==> config.mk <==
export PLATFORM = sky130hd
export DESIGN_NAME = bp_update_scheduler
export DESIGN_NICKNAME = d
export VERILOG_FILES = /design/src/rtl/bp_pkg.sv /design/src/rtl/bp_update_fifo.sv /design/src/rtl/bp_update_scheduler.sv
export SDC_FILE = /design/constraint.sdc
export NUM_CORES = 1
export LEC_CHECK = 0
export CAP_MARGIN = 20
export CORE_AREA = 2 2 145 182
export DETAILED_ROUTE_END_ITERATION = 16
export DIE_AREA = 0 0 147 184
export SYNTH_ARGS = -nofsm -noshare
export SYNTH_HDL_FRONTEND = slang
export SYNTH_HIERARCHICAL = 1
export SYNTH_SLANG_ARGS = --single-unit
==> constraint.sdc <==
create_clock -name clk -period 7.4 [get_ports clk]
set_input_delay 1.11 -clock clk [delete_from_list [all_inputs] [get_ports clk]]
set_output_delay 1.11 -clock clk [all_outputs]
set_load 0.03 [all_outputs]
==> src/rtl/bp_pkg.sv <==
// Shared types for the branch predictor update path.
// Table geometry, scheduler states and the queued update record.
package bp_pkg;

   localparam int ENTRIES = 16;
   localparam int IDX_W   = 4;

   typedef enum logic [1:0] {
      RUN   = 2'd0,
      FLUSH = 2'd1,
      DONE  = 2'd2
   } state_t;

   typedef struct packed {
      logic [IDX_W-1:0] index;
      logic             set;
      logic [31:0]      target;
   } update_t;

endpackage

==> src/rtl/bp_update_fifo.sv <==
// Small synchronous FIFO of predictor table updates.
// Synchronous clear discards everything queued.
module bp_update_fifo
   import bp_pkg::*;
#(
   parameter int DEPTH = 4,
   localparam int AW = $clog2(DEPTH),
   localparam int CW = $clog2(DEPTH + 1)
) (
   input  logic          clk,
   input  logic          rst,
   input  logic          clr,
   input  logic          push,
   input  update_t       din,
   input  logic          pop,
   output update_t       dout,
   output logic          full,
   output logic          empty,
   output logic [CW-1:0] count
);

   update_t       mem [DEPTH];
   logic [AW-1:0] wr_ptr;
   logic [AW-1:0] rd_ptr;
   logic          do_push;
   logic          do_pop;

   assign full    = (count == CW'(DEPTH));
   assign empty   = (count == '0);
   assign do_push = push && !full;
   assign do_pop  = pop && !empty;
   assign dout    = mem[rd_ptr];

   // Pointers and occupancy; clear wins over push/pop.
   always_ff @(posedge clk or posedge rst) begin
      if (rst) begin
         wr_ptr <= '0;
         rd_ptr <= '0;
         count  <= '0;
      end else if (clr) begin
         wr_ptr <= '0;
         rd_ptr <= '0;
         count  <= '0;
      end else begin
         if (do_push) wr_ptr <= wr_ptr + AW'(1);
         if (do_pop)  rd_ptr <= rd_ptr + AW'(1);
         unique case ({do_push, do_pop})
            2'b10:   count <= count + CW'(1);
            2'b01:   count <= count - CW'(1);
            default: count <= count;
         endcase
      end
   end

   // Storage array, written on accepted push.
   always_ff @(posedge clk) begin
      if (do_push && !clr) mem[wr_ptr] <= din;
   end

endmodule

==> src/rtl/bp_update_scheduler.sv <==
// Arbitrates predictor updates from two pipes into one write port.
// Also sequences a full-table invalidate on flush request.
module bp_update_scheduler
   import bp_pkg::*;
#(
   parameter int DEPTH   = 4,
   parameter int ENTRIES = bp_pkg::ENTRIES,
   parameter int IDX_W   = bp_pkg::IDX_W
) (
   input  logic                       clk,
   input  logic                       rst,
   input  logic                       req0_valid,
   output logic                       req0_ready,
   input  logic [31:0]                req0_pc,
   input  logic                       req0_taken,
   input  logic [31:0]                req0_target,
   input  logic                       req1_valid,
   output logic                       req1_ready,
   input  logic [31:0]                req1_pc,
   input  logic                       req1_taken,
   input  logic [31:0]                req1_target,
   input  logic                       tbl_busy,
   input  logic                       flush_req,
   output logic                       flush_done,
   output logic                       wr_en,
   output logic [IDX_W-1:0]           wr_index,
   output logic                       wr_set,
   output logic [31:0]                wr_target,
   output logic [$clog2(DEPTH+1)-1:0] count
);

   state_t           state;
   state_t           state_nxt;
   logic [IDX_W-1:0] flush_cnt;
   logic             last_grant;
   logic             grant0;
   logic             grant1;
   logic             push;
   logic             pop;
   logic             fifo_clr;
   logic             cnt_clr;
   logic             cnt_inc;
   logic             full;
   logic             empty;
   update_t          push_data;
   update_t          head;
   logic             unused_pc;

   assign unused_pc = ^{req0_pc[31:IDX_W], req1_pc[31:IDX_W]};

   // Round-robin on ties: favour the pipe not granted last.
   assign grant0 = req0_valid && (!req1_valid || last_grant);
   assign grant1 = req1_valid && (!req0_valid || !last_grant);

   bp_update_fifo #(.DEPTH(DEPTH)) u_fifo (
      .clk   (clk),
      .rst   (rst),
      .clr   (fifo_clr),
      .push  (push),
      .din   (push_data),
      .pop   (pop),
      .dout  (head),
      .full  (full),
      .empty (empty),
      .count (count)
   );

   // State, flush index and last-grant pointer.
   always_ff @(posedge clk or posedge rst) begin
      if (rst) begin
         state      <= RUN;
         flush_cnt  <= '0;
         last_grant <= 1'b1;
      end else begin
         state <= state_nxt;
         if (cnt_clr)      flush_cnt <= '0;
         else if (cnt_inc) flush_cnt <= flush_cnt + IDX_W'(1);
         if (push) last_grant <= grant1;
      end
   end

   // Next state, handshakes and table write port.
   always_comb begin
      state_nxt  = state;
      req0_ready = 1'b0;
      req1_ready = 1'b0;
      push       = 1'b0;
      pop        = 1'b0;
      fifo_clr   = 1'b0;
      cnt_clr    = 1'b0;
      cnt_inc    = 1'b0;
      flush_done = 1'b0;
      wr_en      = 1'b0;
      wr_index   = head.index;
      wr_set     = head.set;
      wr_target  = head.target;
      push_data.index  = grant1 ? req1_pc[IDX_W-1:0] : req0_pc[IDX_W-1:0];
      push_data.set    = grant1 ? req1_taken : req0_taken;
      push_data.target = grant1 ? (req1_taken ? req1_target : 32'd0)
                                : (req0_taken ? req0_target : 32'd0);
      unique case (state)
         RUN: begin
            if (flush_req) begin
               fifo_clr  = 1'b1;
               cnt_clr   = 1'b1;
               state_nxt = FLUSH;
            end else begin
               req0_ready = grant0 && !full;
               req1_ready = grant1 && !full;
               push       = req0_ready || req1_ready;
               wr_en      = !empty && !tbl_busy;
               pop        = wr_en;
            end
         end
         FLUSH: begin
            wr_en     = !tbl_busy;
            wr_index  = flush_cnt;
            wr_set    = 1'b0;
            wr_target = 32'd0;
            cnt_inc   = wr_en;
            if (wr_en && flush_cnt == IDX_W'(ENTRIES - 1))
               state_nxt = DONE;
         end
         DONE: begin
            flush_done = 1'b1;
            state_nxt  = RUN;
         end
         default: state_nxt = RUN;
      endcase
      if (rst) begin
         req0_ready = 1'b0;
         req1_ready = 1'b0;
         push       = 1'b0;
         pop        = 1'b0;
         wr_en      = 1'b0;
         flush_done = 1'b0;
      end
   end

endmodule

Word-level counts from Yosys, hierarchy flattened
Memories as Yosys holds them, arrays and structs flattened.
Index checks and enable logic that the tools add are counted.
{"block": "word_totals", "elab_cells": 86, "ramBits": 148, "register_bits": 14, "in_bits": 136, "out_inout_bits": 44, "mem_count": 1}
{"memory": "u_fifo.mem", "depth": 4, "word_bits": 37, "read_ports": 1, "rd_clocked_by_memory_dff": 0, "wr": 1, "line": "bp_update_fifo.sv:22", "text": "update_t mem [DEPTH];"}
{"block": "classes", "add_sub_neg": 5, "n_reduce_logical": 26, "mux": 40, "eq_ne": 8}
{"cell": "two-way mux 32 bit", "n": 4}
{"cell": "two-way mux 1 bit", "n": 22}
{"cell": "two-way mux 4 bit", "n": 4}
{"cell": "two-way mux 2 bit", "n": 6}
{"cell": "logical AND 1 bit", "n": 9}
{"cell": "zero test 1 bit", "n": 7}
{"cell": "case mux 3 bit (2 select lines)", "n": 1}
{"cell": "nonzero test 2 bit", "n": 3}
{"cell": "adder 2 x 1 -> 2 bit (second input constant)", "n": 2}
{"cell": "adder 4 x 1 -> 4 bit (second input constant)", "n": 1}
{"cell": "equality test 2 x 1 -> 1 bit (second input constant)", "n": 2}
{"cell": "equality test 2 bit (second input constant)", "n": 2}
{"cell": "equality test 4 bit (second input constant)", "n": 1}
{"cell": "inequality test 2 bit (second input constant)", "n": 2}
{"cell": "case mux 2 bit (2 select lines)", "n": 1}
{"cell": "adder 3 x 1 -> 3 bit (second input constant)", "n": 1}
{"cell": "equality test 3 bit (second input constant)", "n": 1}
{"cell": "zero test 3 bit", "n": 1}
{"cell": "logical OR 1 bit", "n": 3}
{"cell": "two-way mux 3 bit", "n": 1}
{"cell": "nonzero test 3 bit", "n": 1}
{"cell": "subtractor 3 x 1 -> 3 bit (second input constant)", "n": 1}
{"cell": "zero test 2 bit", "n": 1}
{"cell": "case mux 1 bit (2 select lines)", "n": 1}
{"cell": "AND reduction 2 bit", "n": 1}

Longest topological paths before layout
Gate-level depths: netlist of the first run.
{"block": "logic_depth", "word_depth": 12, "mapped_depth": 12, "mapped_depth_nobuf": 10}

Modules after synthesis
Netlist of the first run, hierarchy kept.
{"module": "bp_update_fifo", "cells_each": 256, "seq_area_each_um2": 4619.4, "n_inst": 1, "area_per_inst_um2": 5891.9}
{"module": "bp_update_scheduler", "cells_each": 132, "seq_area_each_um2": 176.4, "n_inst": 1, "area_per_inst_um2": 1093.5}

Least setup slack after synthesis of the first run
OpenSTA, ideal clock, no wires.
{"block": "synth_timing", "kind": "input-to-reg", "from": "input flush_req", "to": "memory u_fifo/mem[0][0] (netlist bit) (enable)", "setup_ps": 398, "required_time_ps": 7002, "stages": 6, "arrival_time_ps": 2848, "n_path_buf": 0, "slack_ps": 4154, "cell_sequence": "nor3_1 and2_1 o21a_1 nand2b_1 nor2_1 and2_1"}
{"block": "synth_via", "elab_chain_len": 7, "elab_cells_between_ends": 10, "classes_between": "mux: 7; reduce/logical: 3"}
{"item": "start: declaration", "line": "bp_update_scheduler.sv:23", "text": "input logic flush_req,"}
{"item": "two-way mux 1 bit", "line": "bp_update_scheduler.sv:103", "text": "if (flush_req) begin"}
{"item": "two-way mux 1 bit", "line": "bp_update_scheduler.sv:101", "text": "unique case (state)"}
{"item": "two-way mux 1 bit", "line": "bp_update_scheduler.sv:130", "text": "if (rst) begin"}
{"item": "named net push", "line": "bp_update_scheduler.sv:38", "text": "logic push;"}
{"item": "logical AND 1 bit", "line": "bp_update_fifo.sv:30", "text": "assign do_push = push && !full;"}
{"item": "logical AND 1 bit", "line": "bp_update_fifo.sv:57", "text": "if (do_push && !clr) mem[wr_ptr] <= din;"}
{"item": "two-way mux 1 bit", "line": "bp_update_fifo.sv:57"}
{"item": "two-way mux 1 bit (not written as such)", "line": "bp_update_fifo.sv:57"}
{"item": "end: declaration", "line": "bp_update_fifo.sv:22"}
The timed path passes the listed nets, and every way through them passes these cells.

==> impl.org, run 1 <==
** Logic synthesis
- Counting flops and latches in the post-synthesis netlist gives 162.
- The synthesized netlist contains 46 unique library cells.
- EDFF count, synth :: approximately 150
- Warnings from Yosys :: 6
- Number of cells produced by synthesis :: just under 400
- In this run the mean area of a mapped cell was around 18 um^2.
- The number of nets in the synthesized netlist is 530.
- Commonest register cell after synthesis :: sky130_fd_sc_hd__edfxtp_1
- Sequential fraction of the synthesis area :: roughly two thirds
- Cell area after technology mapping :: around 7000 um^2
- For this run, asynchronously set or reset flops after synthesis account for a little under 9%.

** Placement
- DP HPWL :: roughly 9800 um
- Gpl congestion :: about 0.75
- Port buffer count :: 123

** GRT
- The initial antenna violation count was 0.
- Global routing consumed, over all layers together, between 10% and 20% of the routing resources.
- Total global routing overflow :: 0
- Pin count of the biggest net entering global routing :: between 40 and 50
- The first global-routing pass estimated 23800 um of wire.
- The via count of the first global-routing pass came to between 4000 and 5000.

** Route
- Antenna viol nets, final :: 0
- For this run, design rule violations remaining after detail routing come to 0.
- Dividing the detail-routed wire length by the instance count gives around 18 um.
- Drt first pass iters :: 4
- Number of vias after detailed routing :: approximately 4000
- Summed over all layers, the routed wires come to roughly 15000 um.
- Via density per instance :: 4.57
- The detailed router finished its first iteration with around 190 violations.

** STA
- The max-slew violation count is 0.
- Count of endpoints failing setup in the final report :: 0
- RSZ-0062 raised after global routing :: no
- The number of hold violations in the final report was 0.
- Setup TNS :: 0 ps
- Clock skew on the completed layout was measured at between 10 and 15 ps.
- In this run the tightest slew margin relative to its limit is between 40% and 50%.
- Crit share post-route :: between 50 and 60%
- At the pin with the least slew margin, the transition time is approximately 860 ps.
- Max Clock Freq :: between 0.2 and 0.25 GHz
- The smallest clock period supported by the final layout is computed as ~4000 ps.

** Power
- For this design the static power due to leakage is between 3 and 4 nW.
- VDD sags by at most about 0.00014 V.
- Power per cell area :: around 280 nW/um^2
- Summing internal, switching and leakage power gives ~2.5 mW.

** Worst setup path
- Max Fanout on Critical Path :: 39
- Type of the worst setup path :: reg -> out
- Data arrives at the worst endpoint at a little under 3000 ps.
- The worst setup path is captured at an output port.
- Data on the critical path is required at its endpoint by around 6300 ps.
- Crit path launch type :: register

** Clock network
- The H-tree was split into 4 levels.
- Cts-stage hold buffer count :: 0
- The clock passes through at most 2 buffers.
- The tree is rooted in a sky130_fd_sc_hd__clkbuf_16.
- TritonCTS built the clock tree.
- Clock tree synthesis found a total of between 150 and 200 sinks.
- The later pin in the worst-skew pair is clocked with a latency of 410 ps.
- Clock tree synthesis inserted a total of 17 buffers.
- Once the clock tree was built, the resizer swapped 0 gates to a different size.
- Once the clock tree was built, the setup fixing pass inserted 0 buffers.
- CTS clock-pin slew for the worst setup and hold paths :: 70 ps

** Floorplan
- The floorplan step set the die height to 184 um.
- In this run the horizontal extent of the chip is between 100 and 150 um.
- Placeable core area :: 25200 um^2
- The floorplan step defined a die boundary enclosing about 27000 um^2.
- 180 I/O pins were placed.
- Once the floorplan was initialized, standard cells occupied 27.7% of the core.
- After floorplanning, the core was divided into 65 placement rows.

** Layout
- The area growth from synthesis to layout is 31.5%.
- Proportion of layout cells with a drive suffix above 1 :: between 10% and 20%
- After the last flow step, the layout net total stands at 655.
- Leaving out fill and tap cells, the most frequent cell in the layout is sky130_fd_sc_hd__edfxtp_1.
- In the layout the commonest cells are sky130_fd_sc_hd__edfxtp_1 (148), sky130_fd_sc_hd__clkdlybuf4s50_1 (123), sky130_fd_sc_hd__mux4_2 (37), sky130_fd_sc_hd__and2_1 (35), sky130_fd_sc_hd__a22o_1 (33).

** Status
- Status :: completed

** Run
- Across the run, the number of max-cap violations was 0.

** Hold path
- The tightest min-delay check is of the reg -> reg type.
synthesized netlist by cell type (2+ instances only):
library cell	n	area, um^2
sky130_fd_sc_hd__a21oi_1	3	15.0
sky130_fd_sc_hd__a22o_1	33	289
sky130_fd_sc_hd__a31oi_1	2	12.5
sky130_fd_sc_hd__and2_1	39	244
sky130_fd_sc_hd__and3_1	3	18.8
sky130_fd_sc_hd__buf_2	9	45.0
sky130_fd_sc_hd__buf_4	3	22.5
sky130_fd_sc_hd__buf_6	6	67.6
sky130_fd_sc_hd__clkbuf_1	5	18.8
sky130_fd_sc_hd__dfrtp_1	13	325
sky130_fd_sc_hd__edfxtp_1	148	4440
sky130_fd_sc_hd__ha_1	5	62.6
sky130_fd_sc_hd__inv_1	6	22.5
sky130_fd_sc_hd__mux2_1	5	56.3
sky130_fd_sc_hd__mux2_2	4	45.0
sky130_fd_sc_hd__mux4_2	37	833
sky130_fd_sc_hd__nand2_1	5	18.8
sky130_fd_sc_hd__nand2b_1	4	25.0
sky130_fd_sc_hd__nand3_1	2	10.0
sky130_fd_sc_hd__nor2_1	14	52.6
sky130_fd_sc_hd__nor3_1	5	25.0
sky130_fd_sc_hd__nor3b_2	3	37.5
sky130_fd_sc_hd__o21ai_0	5	25.0
sky130_fd_sc_hd__o21ai_1	2	10.0
sky130_fd_sc_hd__or2_1	2	12.5
sky130_fd_sc_hd__xnor2_1	4	35.0
sky130_fd_sc_hd__xor2_1	2	17.5
logic make-up (layout without fill, tap and decap cells):
kind of cell	after synthesis	after routing	share of synthesized area, %
flops	162	162	68.7
xor+xnor	6	6	0.752
other cells	0	1	0
buf+inv	30	168	2.60
mux	47	47	13.5
compound gates	53	53	6.16
simple gates	84	84	7.13
fa+ha+maj	6	6	1.18
area by class of cell:
cell class              count  area, um^2
repair buffers            130        1350
diodes                      1        2.50
clock buffers              19         433
multi-input cells         196        2020
clock inverters            13         138
fillers                  2379       16000
inverters                   6        22.5
well taps                 335         419
flip-flops and latches    162        4800
metrics by stage:
stage	instances	utilization [%]	hold slack (ps)	cell area, um^2	setup slack (ps)
after floorplan	388	-	528	6990	4150
after global placement	824	33.8	546	8510	3220
after detailed placement	828	34.1	582	8590	3340
after CTS	860	36.3	592	9160	3240
after global routing	861	36.4	609	9180	3130
final	862	36.4	586	9180	3350
worst paths after layout:
kind                                       start                end  slack, ps  cells past startpoint
worst max-delay path            u_fifo/rd_ptr[0]        wr_index[1]       3350                      4
worst min-delay path                flush_cnt[1]       flush_cnt[1]        590                      2
worst max register to register   u_fifo/count[2]  u_fifo/mem[1][16]       4400                      8
worst min register to register      flush_cnt[1]       flush_cnt[1]        590                      2
max in group asynchronous                    rst         last_grant       6070                      2
min in group asynchronous                    rst           state[0]       1060                      2
registers in the layout (all words and copies together), names as in the netlist:
register	flops
u_fifo/mem	148
flush_cnt	4
u_fifo/count	3
state	2
u_fifo/rd_ptr	2
u_fifo/wr_ptr	2
last_grant	1
power by group:
part | leakage, nW | switching [mW] | internal (mW)
Combinational | 1.23 | 0.336 | 0.252
Clock | 0.267 | 0.370 | 0.475
Sequential | 1.53 | 0.0321 | 1.06
routing by layer:
layer | global-route usage (%) | share of wire (%) | up-vias
met5 | 0 | 0 | -
met4 | 3.12 | 1.0 | 0
met3 | 2.73 | 4.0 | 9
met2 | 21.0 | 54 | 99
met1 | 14.1 | 41 | 2038
li1 | - | - | 1797
critical path: stages (launching register included):
cell                              delay (ps)
sky130_fd_sc_hd__dfrtp_2                 340
sky130_fd_sc_hd__buf_4                   650
sky130_fd_sc_hd__mux4_2                  580
sky130_fd_sc_hd__mux2_1                  330
sky130_fd_sc_hd__clkdlybuf4s50_1         610
No activity file was read; power rests on OpenSTA's default activity.
==> inputs of run 2 (changes only) <==
==> constraint.sdc (replaced) <==
create_clock -name clk -period 3.63 [get_ports clk]
set_input_delay 0.5445 -clock clk [delete_from_list [all_inputs] [get_ports clk]]
set_output_delay 0.5445 -clock clk [all_outputs]
set_load 0.03 [all_outputs]
==> run 2 against run 1 <==
Effect of this change:
- worst setup slack worse by 3000 ps
- routed wire length is 0.62% higher
- core utilization is 0.28 points higher
- hold slack lost 100 ps
- clock power increased by 110%
- sequential power increased by 100%
- largest power group unchanged
==> impl.org, run 2 (synthesis results as in run 1) <==
** Worst setup path
- Type of the worst setup path :: reg -> out
- Max Fanout on Critical Path :: 26
- Critical Path Max Stage Delay :: ~700 ps
- The worst register-to-register path has a setup slack of a little over 800 ps.
- In this design, the largest share of critical-path delay is due to buffers and inverters.
- Data on the critical path arrives at its endpoint at between 2000 and 3000 ps.
- Cell Chain, Critical Path :: nand2b_2, buf_4, and2_1, clkdlybuf4s50_1
- For the worst flop-to-flop path, the logic depth is 10.
- STA classifies the critical path startpoint as a register.
- Bufs and invs on worst path :: 2
- The worst setup path is captured at an output port.
- Slowest stage cell, crit path :: sky130_fd_sc_hd__clkdlybuf4s50_1
- Worst reg2reg path startpoint :: u_fifo/count[2]
- Endpoint required time on the critical path :: 3090 ps
- In this run the critical register-to-register path is captured at u_fifo/count[2].

** Floorplan
- The floorplan step defined a core boundary enclosing between 20000 and 30000 um^2.
- Floorplan die height :: between 150 and 200 um
- The initialized floorplan defines 65 standard-cell rows.
- The die is roughly 150 um wide.
- The initial utilization of the core area, before any placement, comes to between 20 and 30%.
- The die covers between 20000 and 30000 um^2.
- Number of top-level pins :: 180

** Clock network
- TritonCTS clock tree :: built
- Number of clock buffers inserted by TritonCTS :: 17
- Counting along the longest clock path gives a buffer depth of 2.
- The H-tree was split into 4 levels.
- Clk_lat worst skew :: around 420 ps
- CTS clock-pin slew for the worst setup and hold paths :: 60 ps
- Once the clock tree was built, the resizer swapped 0 gates to a different size.
- Clock tree synthesis found a total of around 160 sinks.
- Clock root buffer :: sky130_fd_sc_hd__clkbuf_16
- The number of setup buffers added after CTS is 0.
- Cts-stage hold buffer count :: 0

** Layout
- At the end of the flow, the number of nets in the layout was 660.
- Counting flops per register, the top entry is u_fifo/mem.
- Antenna cells :: 0
- The register with the most flip-flops in the layout has between 100 and 150 of them.
- Proportion of layout cells with a drive suffix above 1 :: approximately a fifth
- From synthesis to final layout, the design area changed by 32.5%.
- Combined flip-flop and latch cell area :: ~4800 um^2
- The top cell types in the final layout, fill and taps aside, are sky130_fd_sc_hd__edfxtp_1 (148), sky130_fd_sc_hd__clkdlybuf4s50_1 (123), sky130_fd_sc_hd__mux4_2 (37), sky130_fd_sc_hd__and2_1 (35), sky130_fd_sc_hd__a22o_1 (33).
- Multi-input logic area :: 2020 um^2
- The largest registers in the layout are u_fifo/mem x148, flush_cnt x4, u_fifo/count x3.
- Number of fill cells :: about 2400
- Most frequent standard cell in the layout excluding fill and tap cells :: sky130_fd_sc_hd__edfxtp_1

** STA
- Worst relative slew slack :: a little over half
- Largest clock skew in the final design :: around 6.5 ps
- Timing would allow up to 0.308 GHz.
- RSZ-0062 raised after global routing :: no
- Dividing the final minimum period by the clock period gives 89.5%.
- The max-slew violation count is 0.
- Final hold violation count :: 0
- Count of endpoints failing setup in the final report :: 0
- The routed design could run at a clock period as short as 3250 ps.
- Setup TNS :: 0 ps
- At the pin with the least slew margin, the transition time is between 700 and 800 ps.
- The tightest hold path in the finished design has a slack of 483 ps.

** GRT
- Global-route total usage across every layer :: 11.8%
- The via count of the first global-routing pass was between 4000 and 5000.
- Entering global routing, the biggest net connects 38 pins.
- The total overflow left after global routing is 0.
- Initial antenna violation count :: 0
- The first global-routing pass estimated between 20000 and 25000 um of wire.

** Route
- The routed layout has between 3000 and 4000 vias.
- For this run, the detailed router's first-pass iteration total came to 4.
- After detailed routing, the number of vias per cell comes to 4.53.
- Routed len/inst :: between 15 and 20 um
- In the routed design, unresolved DRC markers number 0.
- Number of DRC violations after detailed-routing iteration 0 :: between 200 and 250
- Total wirelength of the detailed-routed design :: roughly 15000 um
- The detail route stage leaves a number of antenna-violating nets equal to 0.

** Placement
- Gpl congestion :: about 0.70
- Port buffering added between 100 and 150 buffers.
- DP HPWL :: around 9700 um

** Power
- Final Total Pwr :: 5.26 mW
- Portion of total power attributed to the clock network :: about a third
- The share of total power dissipated in combinational logic is 23.4%.
- Summed over all nets, the switching power comes to 1.53 mW.
- Power per cell area :: ~570 nW/um^2
- Across the VDD grid, the largest voltage drop is around 0.0003 V.
- Per report_power, the sequential group accounts for 42.4% of the total.
- Switching Fraction :: approximately 29%
- Static leakage power :: approximately 3 nW
- The internal portion of the total power is around 3.7 mW.

** Status
- Status :: completed

** Run
- Across the run, the number of max-cap violations was 0.

** Hold path
- The worst hold path belongs to the class in -> async.
-- run 2: how the worst max path moves through the flow --
stage / startpoint / end / cells after the start
2_1_floorplan: u_fifo/count[2] / u_fifo/mem[0][0] / 8
3_3_place_gp: rst / u_fifo/count[2] / 10
3_5_place_dp: rst / u_fifo/mem[3][18] / 8
4_1_cts: state[1] / wr_target[0] / 4
5_1_grt: state[1] / wr_target[0] / 4
6_report: state[1] / wr_target[0] / 4
-- run 2: cell type report --
type | count | share of cell area, %
Clock buffer | 17 | 4.60
Timing Repair Buffer | 135 | 15.1
Clock inverter | 15 | 1.83
Inverter | 6 | 0.243
Tap cell | 335 | 4.53
Multi-Input combinational cell | 196 | 21.9
Sequential cell | 162 | 51.9
-- run 2: power by group through the flow --
stage | clock [mW] | sequential (mW) | combinational (mW)
after CTS | 1.84 | 2.23 | 1.25
after global routing | 1.91 | 2.24 | 1.32
after detailed placement | 0 | 2.27 | 1.25
after floorplan | 0 | 2.25 | 0.713
after global placement | 0 | 2.26 | 1.23
final | 1.80 | 2.23 | 1.23
-- run 2: routing by layer --
| layer | share of wire (%) | global-route usage [%] | wire length [um] | vias to the layer above |
|---|---|---|---|---|
| met3 | 3.9 | 2.70 | 592 | 19 |
| met4 | 1.5 | 4.69 | 234 | 0 |
| li1 | - | - | - | 1803 |
| met2 | 54 | 21.2 | 8230 | 92 |
| met5 | 0 | 0 | 0 | - |
| met1 | 41 | 13.7 | 6280 | 2012 |
-- run 2: metrics by stage --
stage	utilization (%)	instances	cell area [um^2]	setup slack [ps]
floorplan	-	388	6990	712
global placement	34.3	834	8660	574
detailed placement	34.3	834	8660	438
CTS	36.7	866	9250	303
global route	36.7	866	9250	210
finish	36.7	866	9250	382
